`config.mk`:
```
export PLATFORM = sky130hd
export DESIGN_NAME = instruction_fetch_unit
export DESIGN_NICKNAME = d
export VERILOG_FILES = /design/src/rtl/instruction_fetch_unit_pkg.sv /design/src/rtl/if_id_register.sv /design/src/rtl/instruction_fetch_unit.sv
export SDC_FILE = /design/constraint.sdc
export NUM_CORES = 1
export LEC_CHECK = 0
export ABC_AREA = 1
export CAP_MARGIN = 40
export CORE_MARGIN = 5
export CORE_UTILIZATION = 57
export CTS_CLUSTER_SIZE = 28
export DETAILED_ROUTE_END_ITERATION = 10
export DONT_BUFFER_PORTS = 1
export PLACE_DENSITY = 0.72
export SYNTH_ARGS = -nofsm -noshare
export SYNTH_HDL_FRONTEND = slang
export SYNTH_SLANG_ARGS = --single-unit
```
`constraint.sdc`:
```
create_clock -name Clk -period 2.25 [get_ports Clk]
set_clock_uncertainty 0.05 [all_clocks]
set_input_delay 0 -clock Clk [delete_from_list [all_inputs] [get_ports Clk]]
set_output_delay 0 -clock Clk [all_outputs]
set_load 0.01 [all_outputs]
```
`src/rtl/instruction_fetch_unit_pkg.sv`:
```
`default_nettype none
// ----------------------------------------------------------------------------
// instruction_fetch_unit_pkg : shared fetch-stage state encoding and constants
// Rev 1.0
// ----------------------------------------------------------------------------
package instruction_fetch_unit_pkg;

  typedef enum logic [1:0] {
    ST_BOOT  = 2'd0,
    ST_RUN   = 2'd1,
    ST_FAULT = 2'd2
  } fetch_state_e;

  localparam logic [31:0] NOP_WORD_DEFAULT   = 32'h0000_0000;
  localparam logic [31:0] RESET_PC_DEFAULT   = 32'h0000_0000;
  localparam int unsigned IMEM_WORDS_DEFAULT = 512;

  function automatic logic [31:0] imem_byte_limit(input int unsigned words);
    return 32'(words * 4);
  endfunction

  localparam logic [31:0] IMEM_BYTE_LIMIT = imem_byte_limit(IMEM_WORDS_DEFAULT);

endpackage
`default_nettype wire

```
`src/rtl/if_id_register.sv`:
```
`default_nettype none
// ----------------------------------------------------------------------------
// if_id_register : IF/ID pipeline register with bubble > hold > load priority
// Rev 1.0
// ----------------------------------------------------------------------------
module if_id_register
  import instruction_fetch_unit_pkg::*;
#(
  parameter logic [31:0] NOP_WORD = NOP_WORD_DEFAULT
) (
  input  logic        Clk,
  input  logic        Reset,
  input  logic        load_i,
  input  logic        bubble_i,
  input  logic        hold_i,
  input  logic [31:0] instruction_i,
  input  logic [31:0] pcplus4_i,
  output logic [31:0] instruction_o,
  output logic [31:0] pcplus4_o,
  output logic        valid_o
);

  logic [31:0] instr_q;
  logic [31:0] pcplus4_q;
  logic        valid_q;

  // A bubble leaves pcplus4 alone; only valid and the opcode slot matter downstream.
  always_ff @(posedge Clk or negedge Reset) begin
    if (!Reset) begin
      instr_q   <= NOP_WORD;
      pcplus4_q <= 32'h0000_0000;
      valid_q   <= 1'b0;
    end else if (bubble_i) begin
      instr_q <= NOP_WORD;
      valid_q <= 1'b0;
    end else if (hold_i) begin
      instr_q   <= instr_q;
      pcplus4_q <= pcplus4_q;
      valid_q   <= valid_q;
    end else if (load_i) begin
      instr_q   <= instruction_i;
      pcplus4_q <= pcplus4_i;
      valid_q   <= 1'b1;
    end
  end

  assign instruction_o = instr_q;
  assign pcplus4_o     = pcplus4_q;
  assign valid_o       = valid_q;

endmodule
`default_nettype wire

```
`src/rtl/instruction_fetch_unit.sv`:
```
`default_nettype none
// ----------------------------------------------------------------------------
// instruction_fetch_unit : MIPS fetch stage - PC, BOOT/RUN/FAULT FSM, IF/ID feed
// Rev 1.0
// ----------------------------------------------------------------------------
module instruction_fetch_unit
  import instruction_fetch_unit_pkg::*;
#(
  parameter logic [31:0] RESET_PC   = RESET_PC_DEFAULT,
  parameter int unsigned IMEM_WORDS = IMEM_WORDS_DEFAULT,
  parameter logic [31:0] NOP_WORD   = NOP_WORD_DEFAULT
) (
  input  logic        Clk,
  input  logic        Reset,
  input  logic        Stall,
  input  logic        Flush,
  input  logic        RedirectValid,
  input  logic [31:0] RedirectTarget,
  output logic [31:0] ImemAddress,
  input  logic [31:0] ImemInstruction,
  output logic [31:0] PC,
  output logic [31:0] IfId_Instruction,
  output logic [31:0] IfId_PCPlus4,
  output logic        IfId_Valid,
  output logic        AddrFault
);

  localparam logic [31:0] IMEM_LIMIT = imem_byte_limit(IMEM_WORDS);

  fetch_state_e state_q, state_d;
  logic [31:0]  pc_q, pc_d;
  logic         fault_q, fault_d;

  logic [31:0]  pc_plus4;
  logic         in_range;
  logic         ctl_load;
  logic         ctl_bubble;
  logic         ctl_hold;

  assign pc_plus4 = pc_q + 32'd4;
  assign in_range = (pc_q < IMEM_LIMIT);

  always_comb begin
    state_d    = state_q;
    pc_d       = pc_q;
    fault_d    = fault_q;
    ctl_load   = 1'b0;
    ctl_bubble = 1'b0;
    ctl_hold   = 1'b0;
    case (state_q)
      ST_BOOT: begin
        state_d  = ST_RUN;
        ctl_hold = 1'b1;
      end
      ST_RUN: begin
        if (RedirectValid) begin
          ctl_bubble = 1'b1;
          if (|RedirectTarget[1:0]) begin
            state_d = ST_FAULT;
            fault_d = 1'b1;
            pc_d    = {RedirectTarget[31:2], 2'b00};
          end else begin
            pc_d = RedirectTarget;
          end
        end else if (Flush) begin
          ctl_bubble = 1'b1;
          if (!Stall) pc_d = pc_plus4;
        end else if (Stall) begin
          ctl_hold = 1'b1;
        end else begin
          // Running off the end of imem keeps fetching, just without valid words.
          pc_d       = pc_plus4;
          ctl_load   = in_range;
          ctl_bubble = !in_range;
        end
      end
      ST_FAULT: begin
        ctl_bubble = 1'b1;
      end
      default: begin
        state_d    = ST_FAULT;
        ctl_bubble = 1'b1;
      end
    endcase
  end

  always_ff @(posedge Clk or negedge Reset) begin
    if (!Reset) begin
      state_q <= ST_BOOT;
      pc_q    <= {RESET_PC[31:2], 2'b00};
      fault_q <= 1'b0;
    end else begin
      state_q <= state_d;
      pc_q    <= pc_d;
      fault_q <= fault_d;
    end
  end

  if_id_register #(
    .NOP_WORD (NOP_WORD)
  ) u_if_id (
    .Clk           (Clk),
    .Reset         (Reset),
    .load_i        (ctl_load),
    .bubble_i      (ctl_bubble),
    .hold_i        (ctl_hold),
    .instruction_i (ImemInstruction),
    .pcplus4_i     (pc_plus4),
    .instruction_o (IfId_Instruction),
    .pcplus4_o     (IfId_PCPlus4),
    .valid_o       (IfId_Valid)
  );

  assign ImemAddress = pc_q;
  assign PC          = pc_q;
  assign AddrFault   = fault_q;

endmodule
`default_nettype wire

```
==> results list, run 1 <==
- STA puts the critical path data arrival time at between 2 and 2.5 ns.
- Kind of start point of the critical path: flop
* Relative area change from synthesis to final layout: 13.9%
- Worst min-delay path category: in -> async
- Wirelength per Cell: 16.5 um
* Upper clock frequency limit: roughly 0.5 GHz
- CTS clk-pin slew, worst paths: roughly 0.10 ns
- On the final layout, the worst hold slack is -0.740 ns.
- The synthesized design contains 100 register bits.
* Port Buffer Count: 0
- The via count of the first global-routing pass was around 4,400.
* Cell with the largest stage delay on the worst path: sky130_fd_sc_hd__dfrtp_1
- Final ANT Viol Nets: 0
* Max capacitance violation total: 0
* Setup tns final: 0 ns
* Xor and xnor area share after synthesis: less than 1%
* Pin count of the biggest net entering global routing: ~100
- Number of hold buffers added after CTS: 65
- Post-placement setup slack: roughly 0.32 ns
* Gate count after technology mapping: 710
- At the end of the flow the core is filled with cells to roughly two thirds.
- Post-CTS setup buffers: 0
- After global routing the overflow that remains totals 0.
- Critical Setup Path Class: reg -> reg
* Inserted Clock Buffers: 9
* Fraction of final layout cells with drive strength greater than 1: 6.02%
* Worst path setup slack after routing: between 0.2 and 0.25 ns
- Final setup viols: 0
- Leakage component of the power: between 2 and 3 nW
- The initial utilization of the core area, before any placement, comes to about three fifths.
* Period minus WS final: approximately 2.0 ns
- Simple-Gate Fraction of Synth Area: 34.5%
* Post-synthesis cell area: around 5200 sq um
- Compound-Gate Fraction of Synth Area: about 4.2%
* Crit path required time: approximately 2.4 ns
- Element type at the critical path end: flop
* Worst IR drop on VDD: 0.284 mV
* Mapped Avg Cell Area: 7.32 sq um
- Combinational family with the most area after synthesis: simple AND/OR/NAND/NOR gates
- For the pin with the worst max-slew slack, the measured transition is roughly 0.62 ns.
- During I/O placement, the number of pins put on the boundary was just under 200.
- The critical path goes through ha_1 -> nand2_1 -> nor2_1 -> nand2_2 -> o21ai_0 -> nand3_1 -> nand2_1 -> o21ai_1.
- Crit path launch: ImemAddress[3]
- The final reports fail on hold timing.
- Arithmetic-cell share of the synthesized area counting full adders, half adders and majority gates: 0.241%
- From left edge to right edge, the die measures between 100 and 150 um.
* Iteration-0 DRC count of the detailed router: approximately 340
- Placer Congestion: roughly 0.9
* Relative slew slack: between 50% and 60%
* Detailed Route WL: 14,100 um
- The total count of max-transition violations in the final report came to 0.
* Total Die Area: approximately 11,000 sq um
* First-pass GRT wire length: approximately 23,000 um
- After legalization and detailed placement, the total HPWL measured 9960 um.
- Share of the yosys chip area belonging to registers: 48.2%
- In the final design database the tool counted 812 nets.
- The initial antenna violation count was 0.
- Crit-path most repeated cell: sky130_fd_sc_hd__nand2_1
* Number of vias in the routed layout: ~4,500
- Buffer depth of the longest clock path: 2
- For this design the ratio of total power to cell area is between 500 and 600 nW/um^2.
- Multiplexer share of the synthesized area: 0%
* Number of gates resized after cts: 0
- Counting distinct cell types in the post-synthesis netlist gives 27.
- The core region is 8810 sq um.
- In this run the worst path has a maximum fanout of 5.
- Drc violations: 0
- Total routing usage reported by global routing: 25.3%
- Status: complete, but fails checks
- Dividing the final minimum period by the clock period gives roughly nine tenths.
* Row count: 34
- The die is between 100 and 150 um tall.
- Worst Reg-to-Reg Cells: 8
- Slowest stage delay, CP: 0.36 ns
- The root buffer cell chosen for the clock tree is sky130_fd_sc_hd__clkbuf_8.
- FF-to-FF Start: ImemAddress[3]
* Final number of hold-violating endpoints: 100
- The clock reaches the later pin of the worst-skew pair after 0.37 ns.
- For this run, the detailed router's first-pass iteration total came to 5.
* Number of antenna repair diodes: 0
* Synthesized Nets: 780
- TritonCTS built the clock tree.
* Unrepaired setup endpoints after global routing: no
* Yosys warns: 0
* Via/cell ratio: 5.30
- H-tree level count: 3
- # clock sinks: 100
==> metrics by stage <==
stage	cells	area, sq um	total power (W)
floorplan	710	5190	0.00187
global placement	774	5050	0.00187
detailed placement	774	5050	0.00188
CTS	855	5920	0.00319
global route	855	5920	0.00327
finish	855	5920	0.00317
==> power by group <==
group	total, W	switching, W	internal (W)
combinational	0.000139	0.0000513	0.0000879
sequential	0.00180	0.00000154	0.00180
clock	0.00123	0.000665	0.000564
==> Yosys cell counts, drive strengths merged <==
| cell | count | share of area, % |
|---|---|---|
| clkbuf | 5 | 0.36 |
| o21bai | 1 | 0.14 |
| ha | 1 | 0.24 |
| nor2 | 119 | 9.1 |
| nand3 | 39 | 3.8 |
| o21ai | 27 | 2.6 |
| xor2 | 5 | 0.84 |
| o211ai | 3 | 0.43 |
| nor3 | 1 | 0.19 |
| buf | 51 | 7.1 |
| clkinv | 1 | 0.096 |
| o22ai | 3 | 0.36 |
| a21oi | 5 | 0.55 |
| inv | 62 | 4.5 |
| nand4 | 6 | 1.0 |
| a31oi | 1 | 0.12 |
| nand2 | 280 | 20 |
| dfrtp | 100 | 48 |
==> state kept, by name, indices dropped and copies added, names as in the netlist <==
name	count
u_if_id.instruction_o	32
u_if_id.pcplus4_o	32
ImemAddress	32
u_if_id.valid_o	1
state_q	2
AddrFault	1
==> kinds of logic (layout without fill, tap and decap cells) <==
kind of cell,after synthesis,count (layout)
simple gates,445,445
flops,100,100
xor+xnor,5,5
buf+inv,119,156
compound gates,40,40
fa+ha+maj,1,1
==> cell type report <==
class	instances	area [sq um]
Timing Repair Buffer	77	753
Tap cell	108	135
Multi-Input combinational cell	491	2070
Fill cell	770	2890
Sequential cell	100	2500
Inverter	63	238
Clock buffer	10	138
Clock inverter	6	80.1
==> worst max-delay path, delay by kind of cell (launching register included) <==
| family | cells | cell delay, ns |
|---|---|---|
| AO/OA/AOI/OAI | 2 | 0.27 |
| flip-flops | 1 | 0.36 |
| adder cells (fa/ha/maj) | 1 | 0.29 |
| AND/OR/NAND/NOR | 5 | 0.92 |
==> layer usage <==
| metal | GRT usage (%) | vias up | routed length [um] |
|---|---|---|---|
| met4 | 6.37 | 0 | 211 |
| met3 | 6.17 | 22 | 1110 |
| met1 | 31.8 | 2115 | 5850 |
| met2 | 44.0 | 193 | 6950 |
| li1 | - | 2199 | - |
| met5 | 0 | - | 0 |
==> cells in the final DEF, fill, tap and decap left out, types with 5 or more instances in the layout <==
cell / count
sky130_fd_sc_hd__o21ai_0: 25
sky130_fd_sc_hd__dfrtp_1: 100
sky130_fd_sc_hd__xor2_1: 5
sky130_fd_sc_hd__nand3_1: 39
sky130_fd_sc_hd__buf_4: 11
sky130_fd_sc_hd__dlygate4sd3_1: 65
sky130_fd_sc_hd__nand4_1: 5
sky130_fd_sc_hd__nand2_1: 277
sky130_fd_sc_hd__nor2_2: 5
sky130_fd_sc_hd__nor2_1: 112
sky130_fd_sc_hd__clkbuf_8: 10
sky130_fd_sc_hd__inv_1: 60
==> worst paths after layout <==
path                                    endpoint  slack [ns]
min in group Clk                 u_if_id.valid_o        0.01
setup / recovery                 ImemAddress[18]        0.23
max in group asynchronous        ImemAddress[22]        2.77
hold reg to reg            u_if_id.pcplus4_o[22]        0.50
setup reg to reg                 ImemAddress[18]        0.23
hold / removal             u_if_id.pcplus4_o[28]       -0.74
Note: power is estimated with default switching activity, not from simulation.
==> run 2: changes to the inputs <==
ABC_AREA = default   (was 1)
SLEW_MARGIN = 40   (was default)
==> run 2 against run 1 <==
  * The flow still finishes with violations (hold timing)
  * Sequential power increased by 23%
  * Sequential cell count unchanged
  * Synthesized area shrank 6.6%
  * Critical path type unchanged
  * Largest cell class unchanged
==> results list, run 2 <==
- The flow ran to the end, but the final reports show violations.
- Violations in the final reports: hold timing
- After routing, the total negative slack on setup checks comes to 0 ns.
- The clock passes through at most 2 buffers.
- Counting every net in the synthesized netlist gives about 530.
* Via count of the first global-routing pass: roughly 3,900
* Kind of start point of the critical path: flop
- EDFF count, synth: 0
* Unrepaired setup endpoints after global routing: no
- In this run, distinct cell masters in the synthesized netlist total 55.
- Post-placement cell area: ~4800 sq um
- For the pin with the worst max-slew slack, the measured transition is about 0.64 ns.
* Share of the yosys chip area belonging to registers: ~52%
- Static timing analysis puts the maximum clock frequency at around 0.49 GHz.
- # clock sinks: 100
- Via/cell ratio: a little over 6
- In this run the clock root is driven by a sky130_fd_sc_hd__clkbuf_8.
* Post-route clock period utilization: about 90%
* Highest-count cells in the layout ignoring fill and taps: sky130_fd_sc_hd__dfrtp_1 (100), sky130_fd_sc_hd__dlygate4sd3_1 (66), sky130_fd_sc_hd__buf_4 (34), sky130_fd_sc_hd__a22o_1 (32), sky130_fd_sc_hd__o21ai_0 (26)
* Most frequent standard cell in the layout excluding fill and tap cells: sky130_fd_sc_hd__dfrtp_1
- Max capacitance violation total: 0
* Detailed Route WL: 12,800 um
- After floorplanning, the core was divided into 33 placement rows.
- Before antenna repair, the detailed router went through 5 iterations.
- CTS tree: yes
* Number of placed instances, taps included: around 530
- The mapped netlist covers about 4900 sq um.
- Fin nets: 577
- In the synthesized netlist, the number of instances is between 400 and 500.
* Async S/R FF share, synth: between 90% and 100%
- For this block, the initial DRC count from the detailed router was around 250.
- Total routing usage reported by global routing: 24.4%
* Critical Setup Path Class: reg -> reg
* Drc violations: 0
* Library cell with the highest instance count after synthesis: sky130_fd_sc_hd__dfrtp_1
- Leakage component of the power: 2.56 nW
* Fraction of final layout cells with drive strength greater than 1: between 10% and 20%
- CTS clk-pin slew, worst paths: ~0.11 ns
* Number of gates resized after cts: 0
* Initial antenna violation count: 0
- Cell type contributing the most total cell area after synthesis: sky130_fd_sc_hd__dfrtp_1
- Sorting the synthesized cells by how often they occur yields sky130_fd_sc_hd__dfrtp_1 (100), sky130_fd_sc_hd__buf_4 (37), sky130_fd_sc_hd__a22o_1 (32), sky130_fd_sc_hd__a21oi_1 (26), sky130_fd_sc_hd__o21ai_0 (26).
- Along the worst path, the maximum fanout reaches 6.
- Element type at the critical path end: flop
- The floorplan step set the die width to between 100 and 150 um.
- After the flow finishes, the layout carries non-filler instances totaling 617.
- Once layout is done, the placed cells without fillers occupy around 5700 sq um.
* Number of vias in the routed layout: between 3,000 and 4,000
- By area the synthesized netlist is led by sky130_fd_sc_hd__dfrtp_1 (52%), sky130_fd_sc_hd__a22o_1 (5.8%), sky130_fd_sc_hd__buf_4 (5.7%), sky130_fd_sc_hd__nor2b_1 (2.7%), sky130_fd_sc_hd__a21oi_1 (2.7%).
- The signal on the critical path passes through buf_4 -> nand4_1 -> or4_4 -> nor2_8 -> a311oi_1 -> a311oi_1.
- In this run, post-CTS hold repair placed 67 buffers.
- In this design, the stage delay of the slowest critical-path cell is approximately 0.65 ns.
- Final hold analysis gives a worst-case slack of -0.730 ns.
* Crit-path most repeated cell: sky130_fd_sc_hd__a311oi_1
- After detailed routing, the average wire length per cell comes to 20.8 um.
- The first global-routing pass estimated between 15,000 and 20,000 um of wire.
* Mapped Avg Cell Area: 10.5 sq um
- Total of flip-flops plus latches after synthesis: 100
* Io pins: 199
- The total count of max-transition violations in the final report is 0.
- During placement, the flow inserted port buffers numbering 0.
- Total Die Area: 10,500 sq um
* H-tree level count: 3
- The total area inside the core boundary comes to a little over 8000 sq um.
* Inserted Clock Buffers: 9
* Starting density of the core: roughly 59%
* Area fraction of the dominant cell type after synthesis: 51.6%
- In this run the power density over the cells is between 700 and 800 nW/um^2.
- Overall die height: between 100 and 150 um
* Worst IR drop on VDD: around 0.42 mV
- The largest individual stage delay along the critical path comes from the cell sky130_fd_sc_hd__or4_4.
* Final number of hold-violating endpoints: 100
* Overall overflow remaining after global route: 0
- The worst pin sits at a relative slew slack of between 50 and 60%.
- For this run, the number of Yosys warnings is 0.
* Final ANT Viol Nets: 0
- For the finished layout, the period the worst path requires is between 2 and 2.5 ns.
* Dpl hpwl: 8200 um
* Data arrival time at the worst-slack endpoint: about 2.3 ns
- Final setup viols: 0
- Worst min-delay path category: in -> async
- Placer Congestion: roughly 0.87
* Relative area change from synthesis to final layout: 16.6%
- Post-CTS setup buffers: 0
- Clk Latency, worst-skew pair: approximately 0.36 ns
- STA puts the critical path data required time at approximately 2.5 ns.
- For this run, the leading register cell type out of synthesis is sky130_fd_sc_hd__dfrtp_1.
- Entering global routing, the biggest net connects a little over 100 pins.
run 2: cell count changes in the layout (fill, tap and decap cells not counted), sizes merged, moves of 8 or more:
cell	delta
nand3	-19
inv	-55
buf	+24
nand2	-259
nor3	+13
a21oi	+21
a22o	+32
and3	+12
nor4	+8
nor2	-94
nor2b	+21
run 2: cell families (layout without fill, tap and decap cells):
kind of cell | after synthesis | count (layout) | share of synthesized area, %
AND/OR/NAND/NOR | 155 | 155 | 18.4
AO/OA/AOI/OAI | 117 | 117 | 16.5
flip-flops | 100 | 100 | 51.6
buffers and inverters | 75 | 122 | 10.1
XOR/XNOR | 8 | 8 | 1.44
multiplexers | 8 | 8 | 1.73
adder cells (fa/ha/maj) | 1 | 1 | 0.258
other | 0 | 1 | 0
run 2: report_power, final:
group / switching (W) / internal (W)
clock: 0.000670 / 0.000419
combinational: 0.000666 / 0.000504
sequential: 0.000246 / 0.00197
run 2: layout make-up:
class / count / area, sq um
flip-flops and latches: 100 / 2500
inverters: 5 / 18.8
fillers: 613 / 2600
well taps: 105 / 131
repair buffers: 102 / 956
multi-input cells: 289 / 1870
diodes: 1 / 2.50
clock inverters: 6 / 53.8
clock buffers: 9 / 124
run 2: final timing paths:
kind | from | end | slack, ns | cells past startpoint
worst max register to register | ImemAddress[3] | ImemAddress[29] | 0.19 | 6
worst min register to register | ImemAddress[3] | ImemAddress[3] | 0.49 | 2
worst max-delay path | ImemAddress[3] | ImemAddress[29] | 0.19 | 6
min in group Clk | Stall | ImemAddress[22] | 0.02 | 3
worst min-delay path | Reset | ImemAddress[17] | -0.73 | 0
max in group asynchronous | Reset | u_if_id.pcplus4_o[0] | 2.69 | 0
run 2: critical path, delay by kind of cell (launching register included):
kind            cells  cell delay, ns
simple gates        3            0.96
flops               1            0.39
compound gates      2            0.39
buf+inv             1            0.17
run 2: metrics by stage:
stage	utilization [%]	hold slack, ns	total power [W]	setup WS, ns
final	68.5	-0.730	0.00447	0.191
after floorplan	-	-0.346	0.00318	0.180
after global placement	58.1	-0.343	0.00327	0.300
after global routing	68.5	-0.748	0.00471	0.0507
after detailed placement	58.1	-0.342	0.00330	0.237
after CTS	68.5	-0.742	0.00449	0.207
run 2: layer usage:
metal  GRT usage (%)  vias to the layer above  part of all wire, %
met5               0                        -                    0
met2            39.9                      235                   48
met3            7.78                       25                   10
met4            8.68                        0                  2.2
met1            30.5                     1825                   39
li1                -                     1722                    -
==> run 3: changes to the inputs <==
CORE_MARGIN = 2   (was 5)
CTS_CLUSTER_DIAMETER = 50   (was default)
SLEW_MARGIN = 20   (was 40)
==> run 3 against run 2 <==
  * The flow still finishes with violations (hold timing)
  * Setup slack worse by 0.013 ns
  * Maximum frequency is 0.64% lower
  * Wire length is 1.5% lower
  * Sequential share of layout area is 0.088 points higher
  * Highest routed layer unchanged
  * Global-route usage is 2.6 points higher
  * Combinational power is 4% higher
  * Clock power hardly changed
  * Register-to-register slack hardly changed
  * Critical endpoint is now u_if_id.pcplus4_o[9]
  * Critical path type unchanged
  * Largest power group unchanged
  * Sequential power hardly changed
==> results list, run 3 (synthesis gave the netlist of run 2 again) <==
* Status: complete, but fails checks
- The final reports fail on hold timing.
* Fillers: about 600
* H-tree level count: 3
- The die covers 9270 sq um.
- Worst path setup slack after routing: 0.178 ns
- For this design the top-level I/O count stands at ~200.
- Most frequent standard cell in the layout excluding fill and tap cells: sky130_fd_sc_hd__dfrtp_1
* Number of buffer and inverter instances along the worst setup path: 2
* Measured slew at the worst slew-check pin: ~0.64 ns
- Element type at the critical path end: flop
* Setup tns final: 0 ns
* Starting density of the core: approximately three fifths
- Unrepaired setup endpoints after global routing: no
* Total routing usage reported by global routing: 27.0%
* Fin nets: 576
* First-pass GRT wire length: 19,100 um
- The root buffer cell chosen for the clock tree is sky130_fd_sc_hd__clkbuf_8.
- Headroom to the max-slew limit came out at a little under three fifths.
* Pin count of the biggest net entering global routing: roughly 100
* Leakage component of the power: ~2.6 nW
* Fraction of final layout cells with drive strength greater than 1: 12.5%
- Number of hold buffers added after CTS: 65
- First-pass DRT Iterations: 5
- The via count of the first global-routing pass came to about 3,800.
- The clock reaches the later pin of the worst-skew pair after between 0.3 and 0.4 ns.
- The tightest hold path in the finished design has a slack of -0.729 ns.
* Final number of hold-violating endpoints: 100
- Summing over every cut layer, the via total after detailed routing is 3,912.
* Slowest stage delay, CP: approximately 0.53 ns
- Buffer depth of the longest clock path: 2
- Drc violations: 0
- Across the run, the number of max-cap violations was 0.
* Period minus WS final: between 2 and 2.5 ns
* Placer Congestion: between 0.9 and 1
- Max FO, Critical Path: 45
- For this block, the routed nets add up to 12,600 um of wire.
- Inserted Clock Buffers: 9
* Critical Setup Path Class: reg -> reg
- The area growth from synthesis to layout is 16.3%.
- For this design the ratio of total power to cell area is 795 nW/um^2.
- CTS clk-pin slew, worst paths: roughly 0.10 ns
- The total count of max-transition violations in the final report was 0.
* Row count: 33
- The first routing iteration left 373 violations.
- The clock drives 100 sinks.
- Crit path required time: 2.49 ns
- TritonCTS built the clock tree.
- Cell with the largest stage delay on the worst path: sky130_fd_sc_hd__dfrtp_1
* Worst min-delay path category: in -> async
- The number of setup buffers added after CTS is 0.
- The initial antenna violation count came to 0.
* Data arrival time at the worst-slack endpoint: 2.31 ns
- The wire-length estimate of the detail-placed layout is 7770 um.
* Final setup viols: 0
- Measured along the x axis, the die boundary spans approximately 96 um.
- After global routing the overflow that remains totals 0.
- The cell family contributing the most delay on the critical path is simple AND/OR/NAND/NOR gates.
* Worst path cell trace: nor4_1 -> nand4_1 -> nor2_4 -> buf_12 -> buf_4 -> nor2_1 -> a21oi_1
* Upper clock frequency limit: a little under 0.5 GHz
- After clock tree synthesis, the repair step resized 0 gates.
- The number of antenna diodes in the final layout is 0.
* Port Buffer Count: 0
* Post-route clock period utilization: ~90%
* Worst IR drop on VDD: 0.394 mV
* Final ANT Viol Nets: 0
- Timing analysis after detailed placement gives a worst setup slack of 0.239 ns.
- Wirelength per Cell: between 20 and 25 um
- Kind of start point of the critical path: flop
* Floorplan Core Area: ~8000 sq um
* Highest-count cells in the layout ignoring fill and taps: sky130_fd_sc_hd__dfrtp_1 (100), sky130_fd_sc_hd__dlygate4sd3_1 (64), sky130_fd_sc_hd__buf_4 (35), sky130_fd_sc_hd__a22o_1 (32), sky130_fd_sc_hd__o21ai_0 (26)
* Overall die height: between 90 and 100 um
- Via/cell ratio: 6.36
-- run 3: worst reg2reg max path, cell delays in order (launching register included) --
cell	delay, ns
sky130_fd_sc_hd__dfrtp_1	0.53
sky130_fd_sc_hd__nor4_1	0.34
sky130_fd_sc_hd__nand4_1	0.21
sky130_fd_sc_hd__nor2_4	0.17
sky130_fd_sc_hd__buf_12	0.23
sky130_fd_sc_hd__buf_4	0.27
sky130_fd_sc_hd__nor2_1	0.08
sky130_fd_sc_hd__a21oi_1	0.13
-- run 3: final timing paths --
path / start / to / slack, ns / cells after the start
max: ImemAddress[13] / u_if_id.pcplus4_o[9] / 0.18 / 7
min: Reset / ImemAddress[21] / -0.73 / 0
max reg2reg: ImemAddress[13] / u_if_id.pcplus4_o[9] / 0.18 / 7
min reg2reg: ImemAddress[7] / ImemAddress[7] / 0.51 / 2
max in group asynchronous: Reset / state_q[0] / 2.71 / 0
min in group Clk: RedirectTarget[28] / ImemAddress[28] / 0.04 / 3
-- run 3: layout make-up --
class	count	area (sq um)	area share, %
flip-flops and latches	100	2500	44.3
multi-input cells	289	1870	33.1
repair buffers	101	943	16.7
clock buffers	10	138	2.44
well taps	105	131	2.33
clock inverters	5	43.8	0.776
inverters	5	18.8	0.332
-- run 3: where the power goes --
part | internal [W] | total (W) | leakage, nW | switching [W]
clock | 0.000443 | 0.00108 | 0.0873 | 0.000636
combinational | 0.000490 | 0.00122 | 1.15 | 0.000729
sequential | 0.00197 | 0.00219 | 1.32 | 0.000223
total | 0.00290 | 0.00449 | 2.56 | 0.00159
-- run 3: per-stage QoR --
stage | total power, W | utilization [%] | instance area, sq um | std cells | hold slack, ns
2_1_floorplan | 0.00318 | - | 4850 | 464 | -0.346
3_3_place_gp | 0.00326 | 58.5 | 4800 | 535 | -0.342
3_5_place_dp | 0.00330 | 58.5 | 4800 | 535 | -0.343
4_1_cts | 0.00448 | 68.7 | 5650 | 615 | -0.745
5_1_grt | 0.00474 | 68.7 | 5650 | 615 | -0.758
6_report | 0.00449 | 68.7 | 5650 | 615 | -0.729
-- run 3: layer usage --
layer	routed length, um	GRT usage [%]
met1	5140	35.8
met2	6020	42.4
met3	1160	7.67
met4	305	9.76
met5	0	0
